[src/rtl/rnds_intake_queue.sv]
// ---------------------------------------------------------------------------
// rnds_pkg: shared types for the decode -> rename/dispatch (RNDS) handshake.
//   decoded_op_t : decoded instruction record. pc is carried for ordering and
//                  debug; the remaining fields are what rename consumes.
//   BHSR_t       : branch history captured at fetch.
//   LFST_WIDTH   : width of the store-set tag.
// ---------------------------------------------------------------------------
package rnds_pkg;

  localparam int unsigned LFST_WIDTH = 7;
  localparam int unsigned BHSR_WIDTH = 10;

  typedef logic [BHSR_WIDTH-1:0] BHSR_t;

  typedef struct packed {
    logic [31:0] pc;
    logic [6:0]  opcode;
    logic [4:0]  rd;
    logic [4:0]  rs1;
    logic [4:0]  rs2;
    logic [31:0] imm;
  } decoded_op_t;

endpackage

// ---------------------------------------------------------------------------
// rnds_intake_queue
//   Front of the RNDS stage. Accepts up to two decoded instructions per cycle
//   from ID, acknowledges each accepted slot, and buffers them in program
//   order in a circular buffer. The two oldest entries are presented to
//   rename, which may drain up to two per cycle. A flush discards everything.
//
// Ports
//   clk, rst                      clock, async active-high reset
//   flush                         discard all entries, refuse input this cycle
//   decoded_instr0/1, instr0/1_*  intake slots (slot 0 older)
//   instr0_issue / instr1_issue   slot accepted this cycle
//   out0_* / out1_*               oldest / second-oldest entry
//   out0_valid / out1_valid       count >= 1 / count >= 2
//   out0_take / out1_take         rename consumes the presented entry
//   count                         registered occupancy
//
// DEPTH must be a power of two and at least 4; pointers wrap by truncation.
// ---------------------------------------------------------------------------
module rnds_intake_queue
  import rnds_pkg::*;
#(
  parameter int unsigned DEPTH = 8
) (
  input  logic                      clk,
  input  logic                      rst,
  input  logic                      flush,

  input  decoded_op_t               decoded_instr0,
  input  decoded_op_t               decoded_instr1,
  input  logic                      instr0_valid,
  input  logic                      instr1_valid,
  input  BHSR_t                     instr0_BHSR,
  input  BHSR_t                     instr1_BHSR,
  input  logic [LFST_WIDTH-1:0]     instr0_store_set_id,
  input  logic [LFST_WIDTH-1:0]     instr1_store_set_id,
  output logic                      instr0_issue,
  output logic                      instr1_issue,

  output decoded_op_t               out0_op,
  output decoded_op_t               out1_op,
  output BHSR_t                     out0_BHSR,
  output BHSR_t                     out1_BHSR,
  output logic [LFST_WIDTH-1:0]     out0_store_set_id,
  output logic [LFST_WIDTH-1:0]     out1_store_set_id,
  output logic                      out0_valid,
  output logic                      out1_valid,
  input  logic                      out0_take,
  input  logic                      out1_take,

  output logic [$clog2(DEPTH):0]    count
);

  localparam int unsigned PW = $clog2(DEPTH);
  localparam int unsigned CW = PW + 1;

  // Entry storage (not reset: contents only matter while counted valid)
  decoded_op_t             r_op_mem   [DEPTH];
  BHSR_t                   r_bhsr_mem [DEPTH];
  logic [LFST_WIDTH-1:0]   r_ssid_mem [DEPTH];

  logic [PW-1:0]           r_wr_ptr;
  logic [PW-1:0]           r_rd_ptr;
  logic [CW-1:0]           r_count;

  logic [CW-1:0]           w_free;
  logic [PW-1:0]           w_wr_ptr1;
  logic [PW-1:0]           w_rd_ptr1;
  logic                    w_push0;
  logic                    w_push1;
  logic                    w_pop0;
  logic                    w_pop1;
  logic [1:0]              w_push_n;
  logic [1:0]              w_pop_n;
  logic [CW-1:0]           w_count_next;

  // Free space comes only from the registered count, so acceptance never
  // depends on this cycle's takes (no take -> issue combinational path).
  assign w_free    = CW'(DEPTH) - r_count;
  assign w_wr_ptr1 = r_wr_ptr + PW'(1);
  assign w_rd_ptr1 = r_rd_ptr + PW'(1);

  // Slot 1 is only accepted alongside slot 0; a lone slot-1 valid is ignored.
  assign w_push0 = !rst && !flush && instr0_valid && (w_free >= CW'(1));
  assign w_push1 = !rst && !flush && instr0_valid && instr1_valid &&
                   (w_free >= CW'(2));

  assign instr0_issue = w_push0;
  assign instr1_issue = w_push1;

  assign out0_valid = (r_count >= CW'(1));
  assign out1_valid = (r_count >= CW'(2));

  // out1_take only counts when the older entry is popped in the same cycle.
  assign w_pop0 = out0_take && out0_valid;
  assign w_pop1 = w_pop0 && out1_take && out1_valid;

  assign w_push_n = {1'b0, w_push0} + {1'b0, w_push1};
  assign w_pop_n  = {1'b0, w_pop0}  + {1'b0, w_pop1};

  assign w_count_next = r_count + CW'(w_push_n) - CW'(w_pop_n);

  // Read side: oldest two entries
  assign out0_op           = r_op_mem[r_rd_ptr];
  assign out0_BHSR         = r_bhsr_mem[r_rd_ptr];
  assign out0_store_set_id = r_ssid_mem[r_rd_ptr];
  assign out1_op           = r_op_mem[w_rd_ptr1];
  assign out1_BHSR         = r_bhsr_mem[w_rd_ptr1];
  assign out1_store_set_id = r_ssid_mem[w_rd_ptr1];

  assign count = r_count;

  // Pointer and occupancy state; flush wins over any push or pop.
  always_ff @(posedge clk or posedge rst) begin
    if (rst) begin
      r_wr_ptr <= '0;
      r_rd_ptr <= '0;
      r_count  <= '0;
    end else if (flush) begin
      r_wr_ptr <= '0;
      r_rd_ptr <= '0;
      r_count  <= '0;
    end else begin
      r_wr_ptr <= r_wr_ptr + PW'(w_push_n);
      r_rd_ptr <= r_rd_ptr + PW'(w_pop_n);
      r_count  <= w_count_next;
    end
  end

  // Entry writes. Issue signals already exclude flush and reset, so no
  // entry is written in a flush cycle.
  always_ff @(posedge clk) begin
    if (w_push0) begin
      r_op_mem[r_wr_ptr]   <= decoded_instr0;
      r_bhsr_mem[r_wr_ptr] <= instr0_BHSR;
      r_ssid_mem[r_wr_ptr] <= instr0_store_set_id;
    end
    if (w_push1) begin
      r_op_mem[w_wr_ptr1]   <= decoded_instr1;
      r_bhsr_mem[w_wr_ptr1] <= instr1_BHSR;
      r_ssid_mem[w_wr_ptr1] <= instr1_store_set_id;
    end
  end

endmodule
[config.mk]
export PLATFORM = sky130hd
export DESIGN_NAME = rnds_intake_queue
export DESIGN_NICKNAME = d
export VERILOG_FILES = /design/src/rtl/rnds_intake_queue.sv
export SDC_FILE = /design/constraint.sdc
export NUM_CORES = 2
export LEC_CHECK = 0
export CAP_MARGIN = 10
export CORE_MARGIN = 4
export CORE_UTILIZATION = 28
export DETAILED_ROUTE_END_ITERATION = 6
export DONT_BUFFER_PORTS = 1
export GPL_TIMING_DRIVEN = 0
export MAX_ROUTING_LAYER = met4
export PLACE_DENSITY = 0.48
export SYNTH_ARGS = -nofsm -noshare
export SYNTH_HDL_FRONTEND = slang
export SYNTH_SLANG_ARGS = --single-unit
[constraint.sdc]
create_clock -name clk -period 17.5 [get_ports clk]
set_clock_uncertainty 0.15 [all_clocks]
set_input_delay 3.5 -clock clk [delete_from_list [all_inputs] [get_ports clk]]
set_output_delay 3.5 -clock clk [all_outputs]
set_load 0.01 [all_outputs]
Word-level counts from Yosys, hierarchy flattened
Memories as Yosys holds them, arrays and structs flattened.
Index checks and enable logic that the tools add are counted.

word-level totals
  ROM bits = 0
  word-level logic and storage cells = 36
  output and inout port bits = 214
  bits in latches = 0
  bits of input ports = 213
  register bits = 10
  bits in writable memories = 824
  memories kept = 3

cells by class
  eq/ne operators = 0
  reduce and logical (&&, ||, !) cells = 10
  shift-type cells = 0
  order comparisons = 4
  bitwise operators = 0
  mux-type cells = 7
  divide/modulo/power cells = 0
  add/sub/neg operators = 9
  multiply operators = 0

memory list
  name        words  bits a word  rd ports  clocked after memory_dff  write ports  line  source
  r_op_mem    8      86           2         0                         2            83    decoded_op_t r_op_mem [DEPTH];
  r_bhsr_mem  8      10           2         0                         2            84    BHSR_t r_bhsr_mem [DEPTH];
  r_ssid_mem  8      7            2         0                         2            85    logic [LFST_WIDTH-1:0] r_ssid_mem [DEPTH];

operator list
  cell                                                               count
  greater-or-equal comparator 4 x 1 -> 1 bit, second input constant  2
  greater-or-equal comparator 4 x 2 -> 1 bit, second input constant  2
  logical AND 1 bit                                                  8
  adder 3 x 1 -> 3 bit, second input constant                        2
  adder 3 x 2 -> 3 bit                                               2
  2-to-1 mux 3 bit                                                   2
  adder 1 x 1 -> 2 bit                                               2
  adder 4 x 2 -> 4 bit                                               1
  2-to-1 mux 1 bit                                                   4
  2-to-1 mux 4 bit                                                   1
  subtractor 4 x 2 -> 4 bit                                          1
  subtractor 4 bit, first input constant                             1
  zero test 1 bit                                                    2

Logic depth before layout (Yosys ltp)
  depth after elaboration = 9
  depth in mapped cells = 15

Worst setup path before layout
Ideal clock, no wire load.

  path kind = input-to-reg
  start point = in rst
  end point = mem r_bhsr_mem[0][0] in the netlist's numbering, enable pin
  arrival = 14.197 ns
  stages = 3
  setup slack = 2.310 ns
  library setup time = 0.844 ns
  cells stage by stage = nor2_1 -> o311ai_2 -> o41ai_1

RTL lines
  what                line  source
  start: declaration  51    input logic rst,
  end: declaration    84

Final worst setup path
  start point = reg r_rd_ptr[0]
  end point = out out1_store_set_id[4]

between the ends
  cells in the longest elaborated chain, start to end = 2

ends and longest elaborated chain
  what                      line  source
  start: declaration        88    logic [PW-1:0] r_rd_ptr;
  start signal: assignment  150   r_rd_ptr <= r_rd_ptr + PW'(w_pop_n);
  adder 3 x 1 -> 3 bit      106   assign w_rd_ptr1 = r_rd_ptr + PW'(1);
  memory (8 x 7 bit)        -
  end: declaration          70    output logic [LFST_WIDTH-1:0] out1_store_set_id,

No other way between the ends.

==> run metrics <==
Cell Pwr Density=141 mW/mm^2; final setup fails=0; Setup Fix Bufs, Post-CTS=0; P_sw=2.88 mW; cell chain of the critical path=ha_1, buf_2, clkbuf_2, buf_1, mux4_2, mux2_2; Worst-path clk slew=0.05 ns; H-tree depth=3; worst min-delay path category=reg2reg; Multi-input gate area=0.0220 sq mm; PortBufs=0; clock sinks=834; final hold slack=0.544 ns; Max Slew Vio Count=0; critical path data required time=13.85 ns; count leader, synth=edfxtp_1; Core Util, Final=32.6%; area grow syn2layout=15.3%; Filler Cell Count=16300; Pint=4.93 mW; clock tree buffer depth=3; Routed WL per cell=35.4 microns; Die Area=0.178 sq mm; slowest CP cell=buf_1; syn avg cell area=18.6 sq um; Tcrit/Tclk final=45.5%; site row count=151; Initial Utilization=28.3%; status=finished clean; asr flop ratio synth=1.20%; final net count=3046; DRT Pass-1 Iters=5; HPWL after DPL=127 mm; worst slew pin tran=1.27 ns; Tot Pwr=7.81 mW; #FFs+latches synth=834; Die Wd=422 microns; Post-Syn Instances=2586; EDFF count, synth=824; share of layout cells above drive strength 1=56.8%; first-pass GRT wire length=248 mm; residual antenna-violating net count after detailed routing=0; vias per std cell=5.50; GRT overflow=0; vias in the first global route=30200; largest net degree at the start of global routing=19; critical path startpoint category=register; share of the synthesized area in the top cell type=51.5%; Seq/Total Area, Yosys=52.0%; crit-path max cell delay=0.99 ns; Logic pwr share=44.0%; WP data arrival=4.32 ns; crit path capture type=output pin; synthesized net count=2819; antenna violations before repair=6; Yosys warning total=0; Core Region=0.170 sq mm; Worst-Skew Late Latency=0.71 ns; pre-CTS setup slack=9.54 ns; Sw Share=36.8%; GR Util All Layers=20.4%; Worst Setup Slack, final=9.53 ns; critical path class=reg2out; DRC viols=0; global placement routability congestion=0.777; TritonCTS clock tree=built; Clk pwr share=26.7%; Storage cell area=0.0250 sq mm; CP max FO=10; overall via count from detail_route=28200; Clock Root Buffer=clkbuf_16; Synth area leader=edfxtp_1; Max-cap violations=0; cts repair resizes=0; main flop type after synthesis=edfxtp_1; CTS buffer count=104; iteration-0 DRC count of the detailed router=2497; cell area after synthesis=0.0481 sq mm; worst relative slew slack=15.3%; Max IR drop VDD=0.0755 mV; RSZ-0062 raised after global routing=no; Ports=427; synth top area cells=edfxtp_1 51%, mux4_2 19%, mux2_2 17%; Fin. Hold Viols=0; cts hold-fix bufs=0; Flop pwr share=29.4%; WL final=181 mm; commonest cells in the synthesized netlist=824 x edfxtp_1, 722 x mux2_2, 412 x mux4_2, 236 x mux2_1, 131 x buf_2; FMAX=125 MHz; setup TNS=0 ns; min cycle time layout=7.97 ns; unique cell type count in the Yosys netlist=41; Leak Pwr=17.6 nW; Die H=422 microns
## cells in the final DEF (no fill, tap or decap), drive strengths merged, types with 2 or more instances in the layout
| master | count |
|---|---|
| edfxtp | 824 |
| bufinv | 8 |
| xnor2 | 3 |
| diode | 2 |
| fa | 4 |
| clkinvlp | 3 |
| buf | 295 |
| nand3 | 11 |
| o21ai | 3 |
| and3 | 3 |
| o41ai | 4 |
| nor3 | 5 |
| mux4 | 412 |
| nor2b | 4 |
| a41oi | 2 |
| clkinv | 40 |
| clkbuf | 164 |
| xor2 | 4 |
| nor2 | 10 |
| inv | 28 |
| o21bai | 2 |
| mux2 | 1030 |
| ha | 16 |
| dfrtp | 10 |
## stage by stage
stage,std cells,area (sq um)
after floorplan,2586,48100
after global placement,4804,50900
after detailed placement,4925,52200
after CTS,5113,55500
after global routing,5113,55500
final,5115,55500
## registers in the layout, summed over array words and instances, names as in the netlist
signal      flops
r_op_mem      688
count           4
r_bhsr_mem     80
r_ssid_mem     56
r_wr_ptr        3
r_rd_ptr        3
## cells by family (layout without fill, tap and decap cells)
group	count (synthesis)	after routing	share of synthesized area [%]
multiplexers	1442	1442	44.0
flip-flops	834	834	52.0
buffers and inverters	229	538	2.49
AND/OR/NAND/NOR	39	39	0.593
adder cells (fa/ha/maj)	20	20	0.583
AO/OA/AOI/OAI	15	15	0.265
XOR/XNOR	7	7	0.127
other	0	2	0
## layer usage
| metal | global-route usage [%] | part of all wire, % | wire length [microns] |
|---|---|---|---|
| met5 | - | 0 | 0 |
| met4 | 7.28 | 3.6 | 6430 |
| met3 | 3.86 | 6.1 | 11000 |
| met2 | 35.1 | 52 | 93400 |
| met1 | 23.9 | 39 | 70000 |
## final cells by class
| type | count | area share, % |
|---|---|---|
| Sequential cell | 834 | 45.1 |
| Timing Repair Buffer | 121 | 2.27 |
| Buffer | 207 | 2.02 |
| Tap cell | 2218 | 5.00 |
| Multi-Input combinational cell | 1523 | 39.6 |
| Inverter | 22 | 0.149 |
| Clock inverter | 57 | 0.932 |
| Clock buffer | 131 | 4.91 |
| Antenna cell | 2 | 0.00902 |
## critical path: cells and delay by family (launching register included)
kind | cells | cell delay [ns]
buf+inv | 3 | 1.96
mux | 2 | 0.79
flops | 1 | 0.41
fa+ha+maj | 1 | 0.41
## path summary, 6_finish.rpt
check | from | endpoint | slack, ns | cells after the start
worst max-delay path | r_rd_ptr[0] | out1_store_set_id[4] | 9.53 | 6
worst min-delay path | r_rd_ptr[0] | r_rd_ptr[0] | 0.54 | 2
worst max register to register | count[1] | r_op_mem[3][24] | 12.71 | 14
worst min register to register | r_rd_ptr[0] | r_rd_ptr[0] | 0.54 | 2
max in group asynchronous | rst | r_rd_ptr[1] | 14.40 | 1
min in group asynchronous | rst | r_rd_ptr[2] | 2.51 | 1
## power groups by stage
stage               Sequential (mW)  Combinational (mW)  Clock (mW)
CTS                            2.29                3.54        2.14
floorplan                      2.34                2.29           0
detailed placement             2.33                3.52           0
global placement               2.38                3.48           0
finish                         2.29                3.43        2.08
global route                   2.30                3.61        2.22
Power figures use the tool's default switching activity.
